`config.mk`:
```
export PLATFORM = sky130hd
export DESIGN_NAME = alu_issue_flat
export DESIGN_NICKNAME = d
export VERILOG_FILES = /design/src/rtl/alu_pkg.sv /design/src/rtl/alu_issue_if.sv /design/src/rtl/alu_decode.sv /design/src/rtl/alu_issue.sv /design/src/flat_wrapper.sv
export SDC_FILE = /design/constraint.sdc
export NUM_CORES = 1
export LEC_CHECK = 0
export ABC_AREA = 1
export BUFFER_PORTS_ARGS = -buffer_cell sky130_fd_sc_hd__buf_2
export CAP_MARGIN = 20
export CORE_MARGIN = 1
export CORE_UTILIZATION = 55
export DETAILED_ROUTE_END_ITERATION = 12
export PLACE_DENSITY = 0.94
export SETUP_SLACK_MARGIN = 0.2
export SLEW_MARGIN = 20
export SYNTH_ARGS = -nofsm -noshare
export SYNTH_HDL_FRONTEND = slang
export SYNTH_HIERARCHICAL = 1
export SYNTH_SLANG_ARGS = --single-unit
export TNS_END_PERCENT = 10
```
`constraint.sdc`:
```
create_clock -name clk -period 4.3 [get_ports clk]
set_input_delay 0.645 -clock clk [delete_from_list [all_inputs] [get_ports clk]]
set_output_delay 0.645 -clock clk [all_outputs]
set_load 0.01 [all_outputs]
```
`src/rtl/alu_pkg.sv`:
```
// Shared ALU definitions: 4-bit ALU op codes, RV32I opcode/funct constants,
// widths and immediate-extraction helpers. Used by the issue stage and the ALU.
package alu_pkg;

  localparam int unsigned XLEN  = 32;
  localparam int unsigned REG_W = 5;
  localparam int unsigned OPC_W = 7;
  localparam int unsigned F3_W  = 3;
  localparam int unsigned F7_W  = 7;
  localparam int unsigned SH_W  = 5;

  // ALU operation encoding seen on alu_control
  typedef enum logic [3:0] {
    ALU_ADD  = 4'b0000,
    ALU_SUB  = 4'b0001,
    ALU_AND  = 4'b0010,
    ALU_OR   = 4'b0011,
    ALU_XOR  = 4'b0100,
    ALU_SLL  = 4'b0101,
    ALU_SRL  = 4'b0110,
    ALU_SRA  = 4'b0111,
    ALU_SLT  = 4'b1000,
    ALU_SLTU = 4'b1001
  } alu_op_e;

  // RV32I major opcodes handled by the issue stage
  localparam logic [OPC_W-1:0] OPC_OP     = 7'b0110011;
  localparam logic [OPC_W-1:0] OPC_OP_IMM = 7'b0010011;
  localparam logic [OPC_W-1:0] OPC_LUI    = 7'b0110111;

  // funct7 values: base encoding and the SUB/SRA alternate
  localparam logic [F7_W-1:0] F7_BASE = 7'b0000000;
  localparam logic [F7_W-1:0] F7_ALT  = 7'b0100000;

  // funct3 values shared by OP and OP-IMM
  localparam logic [F3_W-1:0] F3_ADD  = 3'b000;
  localparam logic [F3_W-1:0] F3_SLL  = 3'b001;
  localparam logic [F3_W-1:0] F3_SLT  = 3'b010;
  localparam logic [F3_W-1:0] F3_SLTU = 3'b011;
  localparam logic [F3_W-1:0] F3_XOR  = 3'b100;
  localparam logic [F3_W-1:0] F3_SR   = 3'b101;
  localparam logic [F3_W-1:0] F3_OR   = 3'b110;
  localparam logic [F3_W-1:0] F3_AND  = 3'b111;

  // Payload held in the EX pipeline register
  typedef struct packed {
    logic [XLEN-1:0]  operand_a;
    logic [XLEN-1:0]  operand_b;
    alu_op_e          alu_control;
    logic [REG_W-1:0] rd;
    logic             illegal;
  } issue_bundle_t;

  // I-type immediate, sign-extended
  function automatic logic [XLEN-1:0] imm_i(input logic [XLEN-1:0] instr);
    return {{(XLEN-12){instr[31]}}, instr[31:20]};
  endfunction

  // U-type immediate, low 12 bits zero
  function automatic logic [XLEN-1:0] imm_u(input logic [XLEN-1:0] instr);
    return {instr[31:12], 12'b0};
  endfunction

  // Shift amount for SLLI/SRLI/SRAI, zero-extended
  function automatic logic [XLEN-1:0] imm_sh(input logic [XLEN-1:0] instr);
    return {{(XLEN-SH_W){1'b0}}, instr[24:20]};
  endfunction

endpackage

```
`src/rtl/alu_issue_if.sv`:
```
// Issue-stage bus: instruction/operand input handshake, registered ALU operand
// outputs with the combinational ALU response, and the writeback handshake.
//   master : environment side (drives bundles, ALU response, wb_ready)
//   slave  : alu_issue side (drives in_ready, operands, writeback payload)
interface alu_issue_if;
  import alu_pkg::*;

  logic             in_valid;
  logic             in_ready;
  logic [XLEN-1:0]  instr;
  logic [XLEN-1:0]  rs1_data;
  logic [XLEN-1:0]  rs2_data;

  logic [XLEN-1:0]  operand_a;
  logic [XLEN-1:0]  operand_b;
  alu_op_e          alu_control;
  logic [XLEN-1:0]  alu_result;
  logic             zero_flag;

  logic             wb_valid;
  logic             wb_ready;
  logic [REG_W-1:0] wb_rd;
  logic [XLEN-1:0]  wb_data;
  logic             wb_zero;
  logic             wb_illegal;

  modport master (
    output in_valid, instr, rs1_data, rs2_data, alu_result, zero_flag, wb_ready,
    input  in_ready, operand_a, operand_b, alu_control,
           wb_valid, wb_rd, wb_data, wb_zero, wb_illegal
  );

  modport slave (
    input  in_valid, instr, rs1_data, rs2_data, alu_result, zero_flag, wb_ready,
    output in_ready, operand_a, operand_b, alu_control,
           wb_valid, wb_rd, wb_data, wb_zero, wb_illegal
  );

endinterface

```
`src/rtl/alu_decode.sv`:
```
// Combinational RV32I decode for OP, OP-IMM and LUI into ALU operands and op.
//   instr, rs1_data, rs2_data : instruction word and register-file reads
//   operand_a, operand_b      : ALU operands (zero for illegal encodings)
//   alu_control               : ALU op (ADD for illegal encodings)
//   rd                        : destination register, always instr[11:7]
//   illegal                   : encoding not supported by this stage
module alu_decode
  import alu_pkg::*;
(
  input  logic [XLEN-1:0]  instr,
  input  logic [XLEN-1:0]  rs1_data,
  input  logic [XLEN-1:0]  rs2_data,
  output logic [XLEN-1:0]  operand_a,
  output logic [XLEN-1:0]  operand_b,
  output alu_op_e          alu_control,
  output logic [REG_W-1:0] rd,
  output logic             illegal
);

  logic [OPC_W-1:0] opcode;
  logic [F3_W-1:0]  funct3;
  logic [F7_W-1:0]  funct7;
  logic             legal;
  alu_op_e          op;
  logic [XLEN-1:0]  opa;
  logic [XLEN-1:0]  opb;

  assign opcode = instr[6:0];
  assign funct3 = instr[14:12];
  assign funct7 = instr[31:25];
  assign rd     = instr[11:7];

  // Raw decode; an unsupported encoding just clears legal
  always_comb begin
    legal = 1'b0;
    op    = ALU_ADD;
    opa   = rs1_data;
    opb   = rs2_data;
    case (opcode)
      OPC_OP: begin
        legal = (funct7 == F7_BASE);
        case (funct3)
          F3_ADD: begin
            if (funct7 == F7_ALT) begin
              op    = ALU_SUB;
              legal = 1'b1;
            end else begin
              op = ALU_ADD;
            end
          end
          F3_SLL:  op = ALU_SLL;
          F3_SLT:  op = ALU_SLT;
          F3_SLTU: op = ALU_SLTU;
          F3_XOR:  op = ALU_XOR;
          F3_SR: begin
            if (funct7 == F7_ALT) begin
              op    = ALU_SRA;
              legal = 1'b1;
            end else begin
              op = ALU_SRL;
            end
          end
          F3_OR:   op = ALU_OR;
          F3_AND:  op = ALU_AND;
          default: legal = 1'b0;
        endcase
      end
      OPC_OP_IMM: begin
        legal = 1'b1;
        opb   = imm_i(instr);
        case (funct3)
          F3_ADD:  op = ALU_ADD;
          F3_SLT:  op = ALU_SLT;
          F3_SLTU: op = ALU_SLTU;
          F3_XOR:  op = ALU_XOR;
          F3_OR:   op = ALU_OR;
          F3_AND:  op = ALU_AND;
          F3_SLL: begin
            op    = ALU_SLL;
            opb   = imm_sh(instr);
            legal = (funct7 == F7_BASE);
          end
          F3_SR: begin
            opb = imm_sh(instr);
            if (funct7 == F7_ALT) begin
              op = ALU_SRA;
            end else begin
              op    = ALU_SRL;
              legal = (funct7 == F7_BASE);
            end
          end
          default: legal = 1'b0;
        endcase
      end
      OPC_LUI: begin
        legal = 1'b1;
        op    = ALU_ADD;
        opa   = '0;
        opb   = imm_u(instr);
      end
      default: legal = 1'b0;
    endcase
  end

  // Illegal bundles still flow down the pipe as 0 + 0 so wb_data reads 0
  always_comb begin
    operand_a   = legal ? opa : '0;
    operand_b   = legal ? opb : '0;
    alu_control = legal ? op  : ALU_ADD;
    illegal     = !legal;
  end

endmodule

```
`src/rtl/alu_issue.sv`:
```
// ALU issue stage: decodes an accepted instruction into the EX register that
// drives the external ALU, then captures the ALU response into the WB register.
//   clk, rst : rising-edge clock, synchronous active-high reset
//   bus      : alu_issue_if.slave -- input handshake, ALU operands/response,
//              writeback handshake and payload
module alu_issue
  import alu_pkg::*;
(
  input  logic       clk,
  input  logic       rst,
  alu_issue_if.slave bus
);

  logic [XLEN-1:0]  dec_a;
  logic [XLEN-1:0]  dec_b;
  alu_op_e          dec_op;
  logic [REG_W-1:0] dec_rd;
  logic             dec_illegal;

  issue_bundle_t    ex_q;
  logic             ex_valid;
  logic             ex_advance;
  logic             wb_load;

  logic             wb_valid_q;
  logic [REG_W-1:0] wb_rd_q;
  logic [XLEN-1:0]  wb_data_q;
  logic             wb_zero_q;
  logic             wb_illegal_q;

  alu_decode u_decode (
    .instr       (bus.instr),
    .rs1_data    (bus.rs1_data),
    .rs2_data    (bus.rs2_data),
    .operand_a   (dec_a),
    .operand_b   (dec_b),
    .alu_control (dec_op),
    .rd          (dec_rd),
    .illegal     (dec_illegal)
  );

  // EX can take a new bundle whenever its current entry (if any) moves to WB
  assign ex_advance = !ex_valid || !wb_valid_q || bus.wb_ready;
  assign wb_load    = ex_valid && (!wb_valid_q || bus.wb_ready);

  // EX register: feeds the ALU; holds while WB is stalled
  always_ff @(posedge clk) begin
    if (rst) begin
      ex_valid <= 1'b0;
      ex_q     <= '0;
    end else if (ex_advance) begin
      ex_valid <= bus.in_valid;
      if (bus.in_valid) begin
        ex_q <= '{operand_a:   dec_a,
                  operand_b:   dec_b,
                  alu_control: dec_op,
                  rd:          dec_rd,
                  illegal:     dec_illegal};
      end
    end
  end

  // WB register: captures the ALU response for the EX entry
  always_ff @(posedge clk) begin
    if (rst) begin
      wb_valid_q   <= 1'b0;
      wb_rd_q      <= '0;
      wb_data_q    <= '0;
      wb_zero_q    <= 1'b0;
      wb_illegal_q <= 1'b0;
    end else if (wb_load) begin
      wb_valid_q   <= 1'b1;
      wb_rd_q      <= ex_q.rd;
      wb_data_q    <= bus.alu_result;
      wb_zero_q    <= bus.zero_flag;
      wb_illegal_q <= ex_q.illegal;
    end else if (bus.wb_ready) begin
      wb_valid_q <= 1'b0;
    end
  end

  assign bus.in_ready    = ex_advance;
  assign bus.operand_a   = ex_q.operand_a;
  assign bus.operand_b   = ex_q.operand_b;
  assign bus.alu_control = ex_q.alu_control;
  assign bus.wb_valid    = wb_valid_q;
  assign bus.wb_rd       = wb_rd_q;
  assign bus.wb_data     = wb_data_q;
  assign bus.wb_zero     = wb_zero_q;
  assign bus.wb_illegal  = wb_illegal_q;

endmodule

```
`src/flat_wrapper.sv`:
```
// flat-port wrapper written by rule: the top's interface ports become plain ports
module alu_issue_flat import alu_pkg::*;
  (clk, rst, bus_in_valid, bus_instr, bus_rs1_data, bus_rs2_data, bus_alu_result, bus_zero_flag, bus_wb_ready, bus_in_ready, bus_operand_a, bus_operand_b, bus_alu_control, bus_wb_valid, bus_wb_rd, bus_wb_data, bus_wb_zero, bus_wb_illegal);
  alu_issue_if bus_i ();
  input  logic clk;
  input  logic rst;
  input wire logic [$bits(bus_i.in_valid)-1:0] bus_in_valid;
  input wire logic [$bits(bus_i.instr)-1:0] bus_instr;
  input wire logic [$bits(bus_i.rs1_data)-1:0] bus_rs1_data;
  input wire logic [$bits(bus_i.rs2_data)-1:0] bus_rs2_data;
  input wire logic [$bits(bus_i.alu_result)-1:0] bus_alu_result;
  input wire logic [$bits(bus_i.zero_flag)-1:0] bus_zero_flag;
  input wire logic [$bits(bus_i.wb_ready)-1:0] bus_wb_ready;
  output wire logic [$bits(bus_i.in_ready)-1:0] bus_in_ready;
  output wire logic [$bits(bus_i.operand_a)-1:0] bus_operand_a;
  output wire logic [$bits(bus_i.operand_b)-1:0] bus_operand_b;
  output wire logic [$bits(bus_i.alu_control)-1:0] bus_alu_control;
  output wire logic [$bits(bus_i.wb_valid)-1:0] bus_wb_valid;
  output wire logic [$bits(bus_i.wb_rd)-1:0] bus_wb_rd;
  output wire logic [$bits(bus_i.wb_data)-1:0] bus_wb_data;
  output wire logic [$bits(bus_i.wb_zero)-1:0] bus_wb_zero;
  output wire logic [$bits(bus_i.wb_illegal)-1:0] bus_wb_illegal;
  assign bus_i.in_valid = bus_in_valid;
  assign bus_i.instr = bus_instr;
  assign bus_i.rs1_data = bus_rs1_data;
  assign bus_i.rs2_data = bus_rs2_data;
  assign bus_i.alu_result = bus_alu_result;
  assign bus_i.zero_flag = bus_zero_flag;
  assign bus_i.wb_ready = bus_wb_ready;
  assign bus_in_ready = bus_i.in_ready;
  assign bus_operand_a = bus_i.operand_a;
  assign bus_operand_b = bus_i.operand_b;
  assign bus_alu_control = bus_i.alu_control;
  assign bus_wb_valid = bus_i.wb_valid;
  assign bus_wb_rd = bus_i.wb_rd;
  assign bus_wb_data = bus_i.wb_data;
  assign bus_wb_zero = bus_i.wb_zero;
  assign bus_wb_illegal = bus_i.wb_illegal;
  alu_issue u_core (.clk(clk), .rst(rst), .bus(bus_i));
endmodule
```
==> results of run 1 <==
==> path summary, 6_finish.rpt <==
kind	cells after the start	endpoint
worst max-delay path	3	bus_in_ready
worst min-delay path	2	u_core/bus.operand_b[21]$_SDFFE_PP0P_
worst max register to register	5	u_core/bus.operand_a[14]$_SDFFE_PP0P_
worst min register to register	2	u_core/bus.operand_b[21]$_SDFFE_PP0P_
==> critical path: stages, from the launching register on <==
cell     delay [ns]
dfxtp_1        0.31
buf_4          0.39
nand3_4        0.52
buf_2          0.33
==> flip-flops by register name (all words and copies together), names as in the netlist <==
signal                  flops
u_core/bus.wb_data         32
u_core/bus.alu_control      4
u_core/bus.operand_b       32
u_core/bus.wb_valid         1
u_core/bus.operand_a       32
u_core/ex_q                 6
u_core/bus.wb_illegal       1
u_core/bus.wb_rd            5
u_core/bus.wb_zero          1
u_core/ex_valid             1
==> per-stage QoR <==
step           cell area [sq um]  instances  utilization (%)
2_1_floorplan               6890       1094                -
3_3_place_gp                7390       1361             61.0
3_5_place_dp                7390       1361             61.0
4_1_cts                     7950       1393             65.6
5_1_grt                     7950       1394             65.6
6_report                    7950       1394             65.6
==> cell usage in the layout, fill, tap and decap left out <==
master,count
a21oi_1,76
a21oi_2,1
and3_1,1
buf_2,240
buf_4,10
bufinv_16,1
clkbuf_1,1
clkbuf_16,17
clkbuf_8,1
clkinv_2,7
clkinv_4,2
clkinvlp_4,4
dfxtp_1,115
diode_2,1
inv_1,119
inv_2,6
inv_6,1
nand2_1,249
nand2_2,4
nand3_1,127
nand3_4,2
nand3b_1,41
nand4_1,1
nor2_1,192
nor2_2,2
nor3_2,1
nor3_4,1
nor3b_2,1
o21ai_0,1
or2_2,1
==> kinds of logic (layout without fill, tap and decap cells) <==
kind of cell,after synthesis,in the layout,synth area share [%]
and+or+nand+nor,623,623,39.5
buffers and inverters,278,409,21.4
DFF,115,115,33.4
AOI/OAI and AO/OA,78,78,5.72
other,0,1,0
==> layout make-up <==
| type | instances | area, sq um | area share, % |
|---|---|---|---|
| antenna | 1 | 2.50 | 0.0315 |
| clock buffer | 19 | 443 | 5.57 |
| clock inverter | 13 | 111 | 1.40 |
| inverter | 127 | 479 | 6.03 |
| multi-input combinational | 701 | 3120 | 39.3 |
| sequential | 115 | 2300 | 29.0 |
| tap | 168 | 210 | 2.64 |
| timing repair buffer | 250 | 1280 | 16.1 |
==> routing by layer <==
layer  vias to the layer above  global-route usage, %
li1                       3525                      -
met1                      2986                   30.6
met2                       343                   45.6
met3                        38                   6.64
met4                         2                   12.7
met5                         -                      0
==> power by group <==
part / switching [mW] / internal, mW
Sequential: 0.0336 / 1.13
Clock: 0.489 / 0.806
Combinational: 0.234 / 0.178
==> summary.md, run 1 <==
| Metric | Value |
|---|---|
| Area grow syn2layout | 15.3% |
| Synthesized flop and latch total | approximately 120 |
| Full die area | 13000 sq um |
| Number of synthesized flops with an enable pin | 0 |
| Detailed Place HPWL | between 10000 and 15000 um |
| Via Count | a little under 7000 |
| Most frequent cell after synthesis | nand2_1 |
| Pin count of the biggest net entering global routing | between 60 and 70 |
| Cell variety after synth | 27 |
| Syn avg cell area | roughly 6.3 sq um |
| First-pass GRT wire length | about 27000 um |
| R2R Setup Slk | ~2.1 ns |
| Post-CTS setup buffers | 0 |
| PD cells | 362 nW/um^2 |
| Place WS | 1.51 ns |
| Drt pass-1 iters | 5 |
| Total power draw | between 2 and 3 mW |
| Setup crit end kind | primary output |
| Crit Path Max Fanout | between 40 and 50 |
| Initial antenna violation count | 2 |
| CTS Buf Count | 17 |
| Root Buffer | clkbuf_16 |
| Hold buffer count at CTS | 0 |
| Wire length on met2 | ~8400 um |
| Top layer reached by signal wires | met5 |
| Final setup TNS | 0 ns |
| Bufs on Longest Clock Path | 2 |
| Tightest Pin Transition | just under 0.9 ns |
| RR Startpoint | u_core/ex_valid$_SDFFE_PP0P_ |
| Clk pin slew, worst setup/hold paths | ~0.050 ns |
| Number of global-route vias before repair | ~6000 |
| Crit path from | u_core/ex_valid$_SDFFE_PP0P_ |
| Leakage | 4.47 nW |
| Post-Synthesis Cells | 1094 |
| Top cells by count, synth | nand2_1, nor2_1, nand3_1 |
| Max_cap viols | 0 |
| Fmax | 385 MHz |
| RSZ-0062 raised after global routing | no |
| Critical Path Start Type | flip-flop |
| Metal3 WL | between 1000 and 1500 um |
| Worst slew margin | 41.5% |
| Initial Utilization | between 50 and 60% |
| Area leader, netlist | dfxtp_1 |
| Fin. max-slew vios | 0 |
| Remaining antenna violation count | 0 |
| Vias per inst | 4.95 |
| Die H | 114 um |
| Arr. time, crit path | between 1.5 and 2 ns |
| H-tree depth | 4 |
| CTS Sinks | between 100 and 150 |
| Worst EP required | approximately 3.7 ns |
| Initial DRC Count | 586 |
| Mapped Nets | between 1000 and 1500 |
| Rows | 40 |
| Wirelength, routed | 17500 um |
| Final hold violations | 0 |
| Final Worst Setup Slack | roughly 1.7 ns |
| Peak VDD IR | approximately 0.26 mV |
| DRC Markers | 0 |
| Worst hold path startpoint | u_core/bus.operand_b[21]$_SDFFE_PP0P_ |
| Layout fillers | around 1100 |
| Final Critical Period | approximately 2.6 ns |
| Final setup fails | 0 |
| Grt ovf | 0 |
| Sequential-to-total area share from yosys stat | 33.4% |
| TritonCTS clock tree | built |
| Fin nets | roughly 1300 |
| Yosys warns | 6 |
| Outcome | complete, no violations |
| Ys flop type | dfxtp_1 |
| Routed WL per cell | 12.5 um |
| Core area | about 12000 sq um |
| Yosys top cell area share | approximately a third |
| FFs w/ async S/R, synth | 0% |
| Post-CTS Resized | 0 |
| Hold WS | 0.473 ns |
| Largest cells by area after synthesis | dfxtp_1, nand2_1, nor2_1 |
| GR Util All Layers | around a quarter |
| HP Class | reg -> reg |
| Routed length on met1 | just over 7000 um |
| GP Congestion | around 0.89 |
| Ports | approximately 240 |
| Crit path kind | reg -> out |
| IO buf count | between 200 and 250 |
| Crit share post-route | roughly three fifths |
| Post-Syn Area | 6890 sq um |
| Clock Skews | around 0.0058 ns |
| Layout cell share with drive strength beyond 1 | ~25% |
| Die width | 114 um |
| Skew-Pair Late Insertion Delay | 0.40 ns |
Power figures use the tool's default switching activity.
==> inputs of run 2 (changes only) <==
Settings changed: CORE_UTILIZATION 55 to 51, PLACE_DENSITY 0.94 to 0.88.
Clock period 4.3 ns to 2.6 ns, I/O delays scaled along.
==> run 2 against run 1 <==
Effect of this change: non-clock buffer count is 1 higher; clock-buffer cell count stayed put; global-route usage is 0.75 points lower; clock power is 88% higher; core utilization is 4.3 points lower; sequential cell count stayed put; critical path depth is 1 lower; total power is 76% higher; first-iteration DRC count is 8.2% lower; die area is 7.7% higher; critical path type unchanged.
==> summary.md, run 2 (same netlist as run 1, synthesis figures left out) <==
| Metric | Value |
|---|---|
| Pin count of the biggest net entering global routing | 150 |
| Worst EP required | approximately 2.2 ns |
| Final hold violations | 0 |
| Via Count | about 6900 |
| PD cells | roughly 630 nW/um^2 |
| RSZ-0062 raised after global routing | no |
| Final setup TNS | 0 ns |
| Drt pass-1 iters | 6 |
| HP Class | in -> reg |
| Post-CTS Resized | 0 |
| Multi-input logic area | 3120 sq um |
| Post-Route Utilization | 61.3% |
| Wirelength, routed | approximately 18000 um |
| Rows | 42 |
| Crit share post-route | about 70% |
| TritonCTS clock tree | built |
| Vias per inst | 4.95 |
| H-tree depth | 4 |
| Commonest non-fill, non-tap cell in the layout | nand2_1 |
| Root Buffer | clkbuf_16 |
| IO buf count | about 240 |
| Core area | about 13000 sq um |
| Hold buffer count at CTS | 0 |
| Final setup fails | 0 |
| Grt ovf | 0 |
| Fin nets | about 1300 |
| Skew-Pair Late Insertion Delay | 0.41 ns |
| Clock Skews | between 0.003 and 0.004 ns |
| First-pass GRT wire length | just under 30000 um |
| GR Util All Layers | 25.7% |
| Full die area | between 10000 and 15000 sq um |
| Ports | between 200 and 250 |
| Detailed Place HPWL | 12100 um |
| Area grow syn2layout | 17.4% |
| Layout fillers | ~1300 |
| Outcome | complete, no violations |
| Fmax | approximately 550 MHz |
| Peak VDD IR | 0.384 mV |
| Tightest Pin Transition | roughly 0.7 ns |
| Crit path kind | reg -> out |
| CTS Buf Count | 17 |
| Die H | ~120 um |
| GP Congestion | roughly 0.97 |
| Initial Utilization | between 50 and 60% |
| Bufs on Longest Clock Path | 2 |
| Leakage | about 4.5 nW |
| Clk pin slew, worst setup/hold paths | around 0.050 ns |
| Setup crit end kind | primary output |
| FF+latch area | around 2300 sq um |
| Die width | about 120 um |
| Routed WL per cell | approximately 13 um |
| CTS Sinks | 115 |
| Initial DRC Count | between 500 and 600 |
| Final Critical Period | 1.82 ns |
| Max_cap viols | 0 |
| Worst slew margin | between 50% and 60% |
| Fin. max-slew vios | 0 |
| Crit Path Max Fanout | 14 |
| Number of global-route vias before repair | approximately 6000 |
| Most frequent cells in the layout | nand2_1, buf_2, nor2_1, nand3_1, inv_1 |
| Post-CTS setup buffers | 0 |
| Critical Path Start Type | flip-flop |
| Initial antenna violation count | 1 |
| DRC Markers | 0 |
| Remaining antenna violation count | 0 |
| Layout cell share with drive strength beyond 1 | 24.7% |
| Arr. time, crit path | 1.43 ns |
[run 2: path summary, 6_finish.rpt]
kind                                         startpoint                                    end  slack (ns)  cells after the start
hold reg to reg   u_core/bus.operand_a[29]$_SDFFE_PP0P_  u_core/bus.operand_a[29]$_SDFFE_PP0P_        0.47                      2
setup / recovery           u_core/ex_valid$_SDFFE_PP0P_                           bus_in_ready        0.78                      2
hold / removal                                      rst       u_core/bus.wb_valid$_SDFFE_PP0P_        0.22                      2
setup reg to reg           u_core/ex_valid$_SDFFE_PP0P_    u_core/bus.wb_data[18]$_SDFFE_PP0P_        0.81                      5
[run 2: per-stage QoR]
stage / hold WS [ns] / power (mW) / cells / instance area, sq um / worst slack, ns
finish: 0.215 / 5.06 / 1403 / 8090 / 0.782
global route: 0.207 / 5.28 / 1403 / 8090 / 0.690
CTS: 0.201 / 5.10 / 1402 / 8080 / 0.785
detailed placement: 0.461 / 2.65 / 1370 / 7460 / 0.512
global placement: 0.450 / 2.63 / 1370 / 7460 / 0.549
floorplan: 0.443 / 2.45 / 1094 / 6890 / 1.04
[run 2: final cells by class]
class / instances / area share (%)
inverters: 127 / 5.93
clock buffers: 19 / 5.48
well taps: 176 / 2.72
repair buffers: 251 / 16.5
clock inverters: 13 / 2.26
flip-flops and latches: 115 / 28.5
multi-input cells: 701 / 38.6
diodes: 1 / 0.0309
[run 2: per-layer routing]
| layer | routed length [um] | GRT usage [%] | vias to the layer above |
|---|---|---|---|
| li1 | - | - | 3533 |
| met2 | 8710 | 44.4 | 309 |
| met1 | 7270 | 30.1 | 3059 |
| met5 | 0 | 0 | - |
| met4 | 588 | 12.4 | 0 |
| met3 | 1320 | 5.65 | 43 |
[run 2: worst max-delay path: stages (launching register included)]
cell	delay [ns]
dfxtp_1	0.69
nand3_4	0.15
buf_2	0.17
[run 2: report_power, final]
group	internal (mW)	switching, mW
Clock	1.62	0.810
Sequential	1.87	0.0577
Combinational	0.300	0.390
==> inputs of run 3 (changes only) <==
Clock period 2.6 ns to 1.9 ns, I/O delays scaled along.
==> run 3 against run 2 <==
Effect of this change: first-iteration DRC count fell by 10%; final cell count rose by 0.64%; final area grew 1.3%; clock power is 23% higher; via count grew 0.58%; critical path depth grew 4; clock-buffer cell count unchanged; total power rose by 30%; sequential share of layout area is 0.36 points lower; sequential power grew 37%; global-route usage is 0.085 points higher; worst setup slack worse by 0.46 ns; largest cell class unchanged; largest power group unchanged.
==> summary.md, run 3 (same netlist as run 1, synthesis figures left out) <==
| Metric | Value |
|---|---|
| CP delay by family, top | buffers and inverters |
| Worst slew margin | between 60% and 70% |
| Initial antenna violation count | 1 |
| GR Util All Layers | 25.8% |
| Initial Utilization | between 50% and 60% |
| Die H | 118 um |
| Sw frac | a little over a quarter |
| Clk pin slew, worst setup/hold paths | roughly 0.050 ns |
| First-pass GRT wire length | around 29000 um |
| Pin count of the biggest net entering global routing | 90 |
| Worst hold path startpoint | rst |
| Most frequent cells in the layout | nand2_1, buf_2, nor2_1, nand3_1, inv_1 |
| Via Count | between 6000 and 7000 |
| Drt pass-1 iters | 6 |
| Buf/Inv on CP | 3 |
| Final setup fails | 0 |
| Crit path top cell by count | nor2_1 |
| Final hold violations | 0 |
| Worst EP required | around 2.2 ns |
| CTS Buf Count | 17 |
| Core area | between 10000 and 15000 sq um |
| P_int | 4.84 mW |
| Hold Path Stages | 2 |
| Root Buffer | clkbuf_16 |
| # placed instances | between 1000 and 1500 |
| Die width | between 100 and 150 um |
| Detailed Place HPWL | roughly 12000 um |
| Tightest Pin Transition | roughly 0.60 ns |
| Slowest-stage cell, CP | dfxtp_1 |
| RSZ-0062 raised after global routing | no |
| Setup crit end kind | flip-flop |
| Fmax | 633 MHz |
| H-tree depth | 4 |
| Crit share post-route | 83.1% |
| Fin. max-slew vios | 0 |
| Wirelength, routed | between 15000 and 20000 um |
| Place WS | -0.0424 ns |
| Bufs on Longest Clock Path | 2 |
| Leakage | around 4.6 nW |
| Critical-path cell list | buf_8 -> inv_2 -> a21oi_2 -> buf_4 -> nor2_1 -> nor2_1 |
| GP Congestion | 0.911 |
| CTS Sinks | around 120 |
| Crit Path Max Fanout | 40 |
| Combinational power share | 14.6% |
| Number of global-route vias before repair | just over 6000 |
| Final setup TNS | 0 ns |
| Outcome | complete, no violations |
| Critical Path Start Type | flip-flop |
| FF-to-FF End | u_core/bus.wb_data[21]$_SDFFE_PP0P_ |
| DRC Markers | 0 |
| Remaining antenna violation count | 0 |
| Clock Skews | slightly above 0.006 ns |
| Post-route cell area | about 8000 sq um |
| CP max stage delay | approximately 0.47 ns |
| Layout Cells excl Fill | ~1400 |
| Vias per inst | approximately 4.9 |
| Sequential Power Share | between 40% and 50% |
| Area grow syn2layout | 18.8% |
| Skew-Pair Late Insertion Delay | approximately 0.41 ns |
| Number of cells on the critical path | 6 |
| RR Startpoint | u_core/ex_valid$_SDFFE_PP0P_ |
| Routed WL per cell | 12.8 um |
| Final Worst Setup Slack | 0.320 ns |
| Final Critical Period | 1.58 ns |
| Crit path kind | reg -> reg |
| Arr. time, crit path | approximately 1.9 ns |
| Grt ovf | 0 |
| Layout cell share with drive strength beyond 1 | 25.3% |
| Total power draw | 6.58 mW |
| Full die area | between 10000 and 15000 sq um |
| Psw | around 1.7 mW |
| R2R Setup Slk | between 0.3 and 0.4 ns |
| Max_cap viols | 0 |
| Fin nets | 1355 |
| HP Class | in -> reg |
| Endpoint, Worst Hold | u_core/ex_valid$_SDFFE_PP0P_ |
| Clock power frac | a little under half |
| Commonest non-fill, non-tap cell in the layout | nand2_1 |
| PD cells | 803 nW/um^2 |
| Ports | between 200 and 250 |
| Peak VDD IR | about 0.53 mV |
| TritonCTS clock tree | built |
| Initial DRC Count | approximately 480 |
| Placed Area | around 7600 sq um |
| IO buf count | 241 |
| Reg2Reg Depth | 6 |
| Rows | 42 |
==> run 3: per-layer routing <==
metal	wire length [um]	track usage, %	up-vias	part of all wire [%]
met5	0	0	-	0
li1	-	-	3545	-
met1	7470	31.2	3088	41
met4	482	11.5	0	2.7
met2	8790	43.6	312	49
met3	1290	5.84	39	7.2
==> run 3: cell type report <==
cell class              instances  area (sq um)
fillers                      1239          5000
multi-input cells             702          3130
flip-flops and latches        115          2300
repair buffers                259          1490
inverters                     127           479
clock buffers                  19           453
well taps                     176           220
clock inverters                13           110
diodes                          1          2.50
==> run 3: worst register-to-register path, stage by stage (launching register included) <==
cell and delay [ns]:
dfxtp_1 0.47, buf_8 0.31, inv_2 0.08, a21oi_2 0.13
buf_4 0.32, nor2_1 0.10, nor2_1 0.11
==> run 3: power groups by stage <==
| stage | Clock [mW] | Sequential (mW) | Combinational, mW |
|---|---|---|---|
| 3_5_place_dp | 0 | 2.69 | 0.950 |
| 3_3_place_gp | 0 | 2.68 | 0.936 |
| 5_1_grt | 3.15 | 2.66 | 1.07 |
| 2_1_floorplan | 0 | 2.71 | 0.648 |
| 6_report | 2.98 | 2.64 | 0.959 |
| 4_1_cts | 3.04 | 2.64 | 0.958 |
==> run 3: timing repair <==
action                                  in CTS  in global routing
hold buffers                                 0                  0
gates resized for setup                      0                  3
buffers inserted                             1                  0
endpoints found under the hold margin        0                  0
endpoints found under the setup margin       1                 28
pin swaps                                    1                  0
gates cloned                                 1                  0
==> run 3: stage by stage <==
step | utilization, % | hold slack [ns]
detailed placement | 57.6 | 0.461
global placement | 57.6 | 0.452
CTS | 62.0 | 0.0904
floorplan | - | 0.354
global route | 62.1 | 0.111
finish | 62.1 | 0.110
==> run 3: worst max path at each step <==
stage | start | end | slack (ns)
6_report | u_core/ex_valid$_SDFFE_PP0P_ | u_core/bus.wb_data[21]$_SDFFE_PP0P_ | 0.32
5_1_grt | bus_instr[13] | u_core/bus.operand_a[6]$_SDFFE_PP0P_ | 0.22
4_1_cts | u_core/ex_valid$_SDFFE_PP0P_ | u_core/bus.wb_data[21]$_SDFFE_PP0P_ | 0.18
3_5_place_dp | bus_instr[13] | u_core/bus.operand_a[1]$_SDFFE_PP0P_ | -0.04
3_3_place_gp | bus_instr[29] | u_core/bus.operand_b[6]$_SDFFE_PP0P_ | 0.05
2_1_floorplan | bus_instr[1] | u_core/bus.operand_b[9]$_SDFFE_PP0P_ | 0.44
